**config.mk**
```make
export PLATFORM = sky130hd
export DESIGN_NAME = mod_updown_counter
export DESIGN_NICKNAME = d
export VERILOG_FILES = /design/src/rtl/mod_updown_counter_pkg.sv /design/src/rtl/mod_updown_counter_cnt_next_logic.sv /design/src/rtl/mod_updown_counter.sv
export SDC_FILE = /design/constraint.sdc
export NUM_CORES = 1
export LEC_CHECK = 0
export CELL_PAD_IN_SITES_DETAIL_PLACEMENT = 0
export CELL_PAD_IN_SITES_GLOBAL_PLACEMENT = 2
export CORE_MARGIN = 3
export CORE_UTILIZATION = 26
export DETAILED_ROUTE_END_ITERATION = 7
export HOLD_SLACK_MARGIN = 0.03
export PLACE_DENSITY = 0.72
export SETUP_SLACK_MARGIN = 0.15
export SLEW_MARGIN = 10
export SYNTH_ARGS = -nofsm -noshare
export SYNTH_HDL_FRONTEND = slang
export SYNTH_SLANG_ARGS = --single-unit
```
**constraint.sdc**
```tcl
create_clock -name clk -period 2.25 [get_ports clk]
set_input_delay 0.45 -clock clk [delete_from_list [all_inputs] [get_ports clk]]
set_output_delay 0.45 -clock clk [all_outputs]
set_load 0.03 [all_outputs]
```
**src/rtl/mod_updown_counter_pkg.sv**
```systemverilog
// ---------------------------------------------------------------------------
// mod_updown_counter_pkg
// Shared definitions for the loadable up/down modulo counter:
//   - end-of-range mode encodings (wrap / saturate / one-shot)
//   - counter state encoding (COUNT while running, HOLD once a one-shot ends)
// ---------------------------------------------------------------------------
package mod_updown_counter_pkg;

  localparam logic [1:0] MODE_WRAP    = 2'b00;
  localparam logic [1:0] MODE_SAT     = 2'b01;
  localparam logic [1:0] MODE_ONESHOT = 2'b10;

  typedef enum logic {
    ST_COUNT = 1'b0,
    ST_HOLD  = 1'b1
  } state_t;

endpackage

```
**src/rtl/mod_updown_counter_cnt_next_logic.sv**
```systemverilog
// ---------------------------------------------------------------------------
// cnt_next_logic
// Combinational step computation for one enabled counting edge.
// Ports:
//   count_i      current count
//   up_i         1 = increment, 0 = decrement
//   max_val_i    modulo limit (range 0..max_val_i)
//   mode_i       end-of-range mode (2'b11 behaves as wrap)
//   next_count_o count after the enabled step
//   wrap_o       the step wraps around the range
//   enter_hold_o the step finishes a one-shot run
// ---------------------------------------------------------------------------
module cnt_next_logic
  import mod_updown_counter_pkg::*;
#(
  parameter int WIDTH = 8
) (
  input  logic [WIDTH-1:0] count_i,
  input  logic             up_i,
  input  logic [WIDTH-1:0] max_val_i,
  input  logic [1:0]       mode_i,
  output logic [WIDTH-1:0] next_count_o,
  output logic             wrap_o,
  output logic             enter_hold_o
);

  logic [WIDTH-1:0] term;

  assign term = up_i ? max_val_i : '0;

  // The out-of-range and terminal checks come before the +/-1 so the
  // increment never passes max_val and the decrement never passes zero.
  always_comb begin
    next_count_o = count_i;
    wrap_o       = 1'b0;
    enter_hold_o = 1'b0;
    if (count_i > max_val_i) begin
      // max_val was lowered underneath a running count: snap to the limit.
      next_count_o = max_val_i;
    end else if (count_i != term) begin
      next_count_o = up_i ? (count_i + 1'b1) : (count_i - 1'b1);
    end else begin
      case (mode_i)
        MODE_SAT: begin
          next_count_o = count_i;
        end
        MODE_ONESHOT: begin
          next_count_o = count_i;
          enter_hold_o = 1'b1;
        end
        default: begin
          // Wrap (and the reserved encoding): jump to the opposite end.
          next_count_o = up_i ? '0 : max_val_i;
          wrap_o       = 1'b1;
        end
      endcase
    end
  end

endmodule

```
**src/rtl/mod_updown_counter.sv**
```systemverilog
// ---------------------------------------------------------------------------
// mod_updown_counter
// Loadable up/down modulo counter with wrap / saturate / one-shot end modes
// and a combinational terminal-count output for cascading stages.
// Ports:
//   clk       clock, rising edge
//   reset_n   asynchronous active-low reset
//   clear     synchronous clear (highest priority)
//   enable    count enable / cascade input from a lower stage's tc_o
//   up        direction, 1 = increment
//   load      synchronous load of min(load_val, max_val)
//   load_val  load value
//   max_val   modulo limit, range 0..max_val
//   mode      00 wrap, 01 saturate, 10 one-shot, 11 wrap
//   count     current count (register)
//   tc_o      combinational terminal count for cascading
//   wrap_o    registered one-cycle pulse per wrap
//   done      registered, high while a finished one-shot is holding
// ---------------------------------------------------------------------------
module mod_updown_counter
  import mod_updown_counter_pkg::*;
#(
  parameter int WIDTH = 8
) (
  input  logic             clk,
  input  logic             reset_n,
  input  logic             clear,
  input  logic             enable,
  input  logic             up,
  input  logic             load,
  input  logic [WIDTH-1:0] load_val,
  input  logic [WIDTH-1:0] max_val,
  input  logic [1:0]       mode,
  output logic [WIDTH-1:0] count,
  output logic             tc_o,
  output logic             wrap_o,
  output logic             done
);

  state_t           state_q;
  logic [WIDTH-1:0] count_q;
  logic             wrap_q;
  logic             done_q;

  logic [WIDTH-1:0] count_d;
  logic             step_wrap;
  logic             step_hold;
  logic [WIDTH-1:0] load_clamped;
  logic [WIDTH-1:0] term;

  cnt_next_logic #(
    .WIDTH (WIDTH)
  ) u_next (
    .count_i      (count_q),
    .up_i         (up),
    .max_val_i    (max_val),
    .mode_i       (mode),
    .next_count_o (count_d),
    .wrap_o       (step_wrap),
    .enter_hold_o (step_hold)
  );

  assign load_clamped = (load_val > max_val) ? max_val : load_val;
  assign term         = up ? max_val : '0;

  // Only meaningful while counting; a holding one-shot never cascades.
  assign tc_o = enable & (count_q == term) & (state_q == ST_COUNT);

  // Count register, wrap pulse and COUNT/HOLD machine. done mirrors HOLD
  // but is kept as its own register so the output is glitch-free.
  always_ff @(posedge clk or negedge reset_n) begin
    if (!reset_n) begin
      count_q <= '0;
      wrap_q  <= 1'b0;
      done_q  <= 1'b0;
      state_q <= ST_COUNT;
    end else begin
      wrap_q <= 1'b0;
      if (clear) begin
        count_q <= '0;
        state_q <= ST_COUNT;
        done_q  <= 1'b0;
      end else if (load) begin
        count_q <= load_clamped;
        state_q <= ST_COUNT;
        done_q  <= 1'b0;
      end else if (enable && (state_q == ST_COUNT)) begin
        count_q <= count_d;
        wrap_q  <= step_wrap;
        if (step_hold) begin
          state_q <= ST_HOLD;
          done_q  <= 1'b1;
        end
      end
    end
  end

  assign count  = count_q;
  assign wrap_o = wrap_q;
  assign done   = done_q;

endmodule
```
==> results.md, run 1 <==
- Cts hold-fix bufs: 0
- Register-to-register setup slack: about 0.027 ns
- Syn. warnings: 0
- DRT Wirelength: 5640 µm
- Power Internal: 852 µW
- Final Skew: ~0.005 ns
- Worst Hold Class: in -> async
- Maximum VDD drop: 0.206 mV
- Placement row count: 27
- Syn_area_per_cell: roughly 7.9 µm²
- Worst-Margin Slew: about 0.52 ns
- Outcome: finished clean
- Cells after synthesis: around 190
- Syn nets: 240
- Routed vias/inst: a little over 5
- Largest net degree at the start of global routing: 11
- Seq cells post-synth: 10
- Asr flop ratio synth: 100%
- FMAX: 450 MHz
- Endpoint type of the worst setup path: register
- Worst reg2reg path depth: 8
- Distinct cells, synth: 42
- Area growth, synth to finish: 83.8%
- DIE HEIGHT: 82.5 µm
- Clock network power share: between 10% and 20%
- Sw Share: ~40%
- Max cap viols: 0
- Antenna violations before repair: 0
- First-pass GRT wire length: a little over 9000 µm
- Clock transition at the registers of the reported paths: ~0.06 ns
- Synthesized cell area: 1520 µm²
- Final worst slack: approximately 0.027 ns
- Crit path from: count[1]$_DFFE_PN0P_
- DP HPWL: 4290 µm
- Pleak: around 0.0012 µW
- Post-route ant nets: 0
- Total GRT Usage: roughly 18%
- Root buf cell: clkbuf_8
- Inserted Diodes: 0
- RSZ-0062 raised after global routing: yes
- EDFF count, synth: 0
- Synth top area cells: ha_1 (19%), dfrtp_1 (16%), o21ai_0 (5.3%)
- Reg2reg start: count[1]$_DFFE_PN0P_
- DR iter-0 viols: 82
- Sequential share of power: between 10% and 20%
- Max transition margin: 65.6%
- CP required: around 2.4 ns
- Remaining routing DRC violations: 0
- Minimum clock period: between 2 and 2.5 ns
- Tot Pwr: around 1400 µW
- Setup crit start kind: register
- Vias: about 1900
- I/O Pins: 35
- Peak fanout along the critical path: 6
- Non-Filler Instances: between 300 and 400
- Pre-CTS setup slack: -0.577 ns
- Setup violators final: 0
- Cell taking the most area after synthesis: ha_1
- Power Density: 514 nW/µm²
- Max-slew violation count: 0
- Initial Util: about 27%
- Routed len/inst: roughly 15 µm
- GP Congestion: 0.830
- Total CTS buffers: 3
- Count leader, synth: ha_1
- Die width: slightly above 80 µm
- Placed cell count: about 350
- Combinational share of power: ~67%
- Hold Fails Final Rpt: 0
- CTS Buffer Depth: 2
- Final nets: between 300 and 400
- Setup CP Type: reg -> reg
- Switching Power: 586 µW
- H-tree depth: 1
- CP arrival: between 2 and 2.5 ns
- First-pass detailed-route iteration total: 4
- Core area: about 5600 µm²
- Register area share after synthesis: around 16%
- Yosys top cell area share: 18.9%
- Sink Count: 10
- Die ar.: roughly 6800 µm²
- Main synth FF type: dfrtp_1
- Post-synth top cells: ha_1 (23), o21ai_0 (16), a21oi_1 (15), nor2_1 (15), inv_1 (14)
- Worst skew pair latency: approximately 0.24 ns
- Layout cells sized above 1: between 40% and 50%
- R2R Path End: count[0]$_DFFE_PN0P_
- Util after Layout: roughly 50%
- Period utilization: 98.8%
- CTS tree: yes
- Port Buf Inserts: 34
- Grt ovf: 0
- Vias in the first global route: approximately 1900
[registers in the layout (all words and copies together), names as in the netlist]
register,count
count,8
done,1
wrap_o,1
[per-stage QoR]
step | hold slack (ns) | TNS [ns] | area [µm²]
floorplan | 0.154 | -0.0271 | 1550
detailed placement | 0.589 | -5.22 | 2360
global placement | 0.589 | -4.71 | 2360
global route | 0.599 | -0.299 | 2800
CTS | 0.582 | 0 | 2760
finish | 0.546 | 0 | 2800
[worst max path at each step]
stage,slack (ns),depth (start not counted),endpoint
4_1_cts,0.04,6,tc_o
6_report,0.03,8,count[0]$_DFFE_PN0P_
2_1_floorplan,-0.03,8,count[0]$_DFFE_PN0P_
5_1_grt,-0.1,8,count[0]$_DFFE_PN0P_
3_5_place_dp,-0.58,10,count[0]$_DFFE_PN0P_
3_3_place_gp,-0.52,12,count[5]$_DFFE_PN0P_
[worst max-delay path: stages, from the launching register on]
cell and delay (ns):
dfrtp_2 0.43, ha_4 0.22, nor2b_1 0.12, o211ai_1 0.19, a21oi_2 0.10, o31ai_4 0.36, nand2_2 0.16, a221o_1 0.32
a32o_1 0.22
[layout by cell type (no fill, tap or decap), drive strengths merged, types with 2 or more instances in the layout]
cell type / count
o21a: 2
a311oi: 2
nor2b: 3
nand4b: 5
xor2: 5
nor2: 16
ha: 23
clkdlybuf4s50: 16
o211ai: 2
o22ai: 6
clkbuf: 5
nand4: 6
a21oi: 15
dfrtp: 10
a211oi: 2
o21ai: 20
a31oi: 3
nand2: 12
a21o: 3
a32o: 2
dlygate4sd2: 8
nor3: 6
nand2b: 2
and2: 2
buf: 77
clkdlybuf4s15: 3
a221oi: 5
nand3: 5
xnor2: 5
inv: 14
[kinds of logic (layout without fill, tap and decap cells)]
family,Yosys count,after routing,share of synthesized area (%)
DFF,10,10,16.4
xor gates and xnor gates,10,10,5.76
adders and majority gates,24,24,20.2
and+or+nand+nor,61,61,21.3
AOI/OAI and AO/OA,68,68,30.6
buffers and inverters,19,123,5.67
[metal layers]
metal	global-route usage (%)	wire length, µm	up-vias
met5	0	0	-
met4	2.45	17	0
met3	2.60	222	2
met2	30.4	2700	53
met1	24.0	2690	873
li1	-	-	944
[timing repair]
action / 4_1_cts / 5_1_grt
resized for setup: 95 / 11
endpoints found under the setup margin: 11 / 10
setup buffers: 15 / 3
cloned: 0 / 0
pin swaps: 38 / 16
[power by group through the flow]
stage                     combinational [µW]  sequential, µW  clock, µW
after floorplan                          378             291          0
after global placement                   800             226          0
after detailed placement                 796             227          0
after CTS                                936             230        240
after global routing                    1050             234        252
final                                    969             232        237
[final cells by class]
| class | count | area [µm²] |
|---|---|---|
| fill | 565 | 2780 |
| multi-input combinational | 163 | 1440 |
| timing repair buffer | 105 | 902 |
| sequential | 10 | 256 |
| tap | 72 | 90.1 |
| clock buffer | 4 | 55.1 |
| inverter | 14 | 52.6 |
No activity file was read; power rests on OpenSTA's default activity.
==> run 2: changes to the inputs <==
--- a/config.mk
+++ b/config.mk
@@ -13,7 +13,7 @@
 export HOLD_SLACK_MARGIN = 0.03
 export PLACE_DENSITY = 0.72
 export SETUP_SLACK_MARGIN = 0.15
-export SLEW_MARGIN = 10
+export SLEW_MARGIN = 5
 export SYNTH_ARGS = -nofsm -noshare
 export SYNTH_HDL_FRONTEND = slang
 export SYNTH_SLANG_ARGS = --single-unit
==> results of run 2 <==
The final DEF is identical to that of run 1; final timing and power are the same.
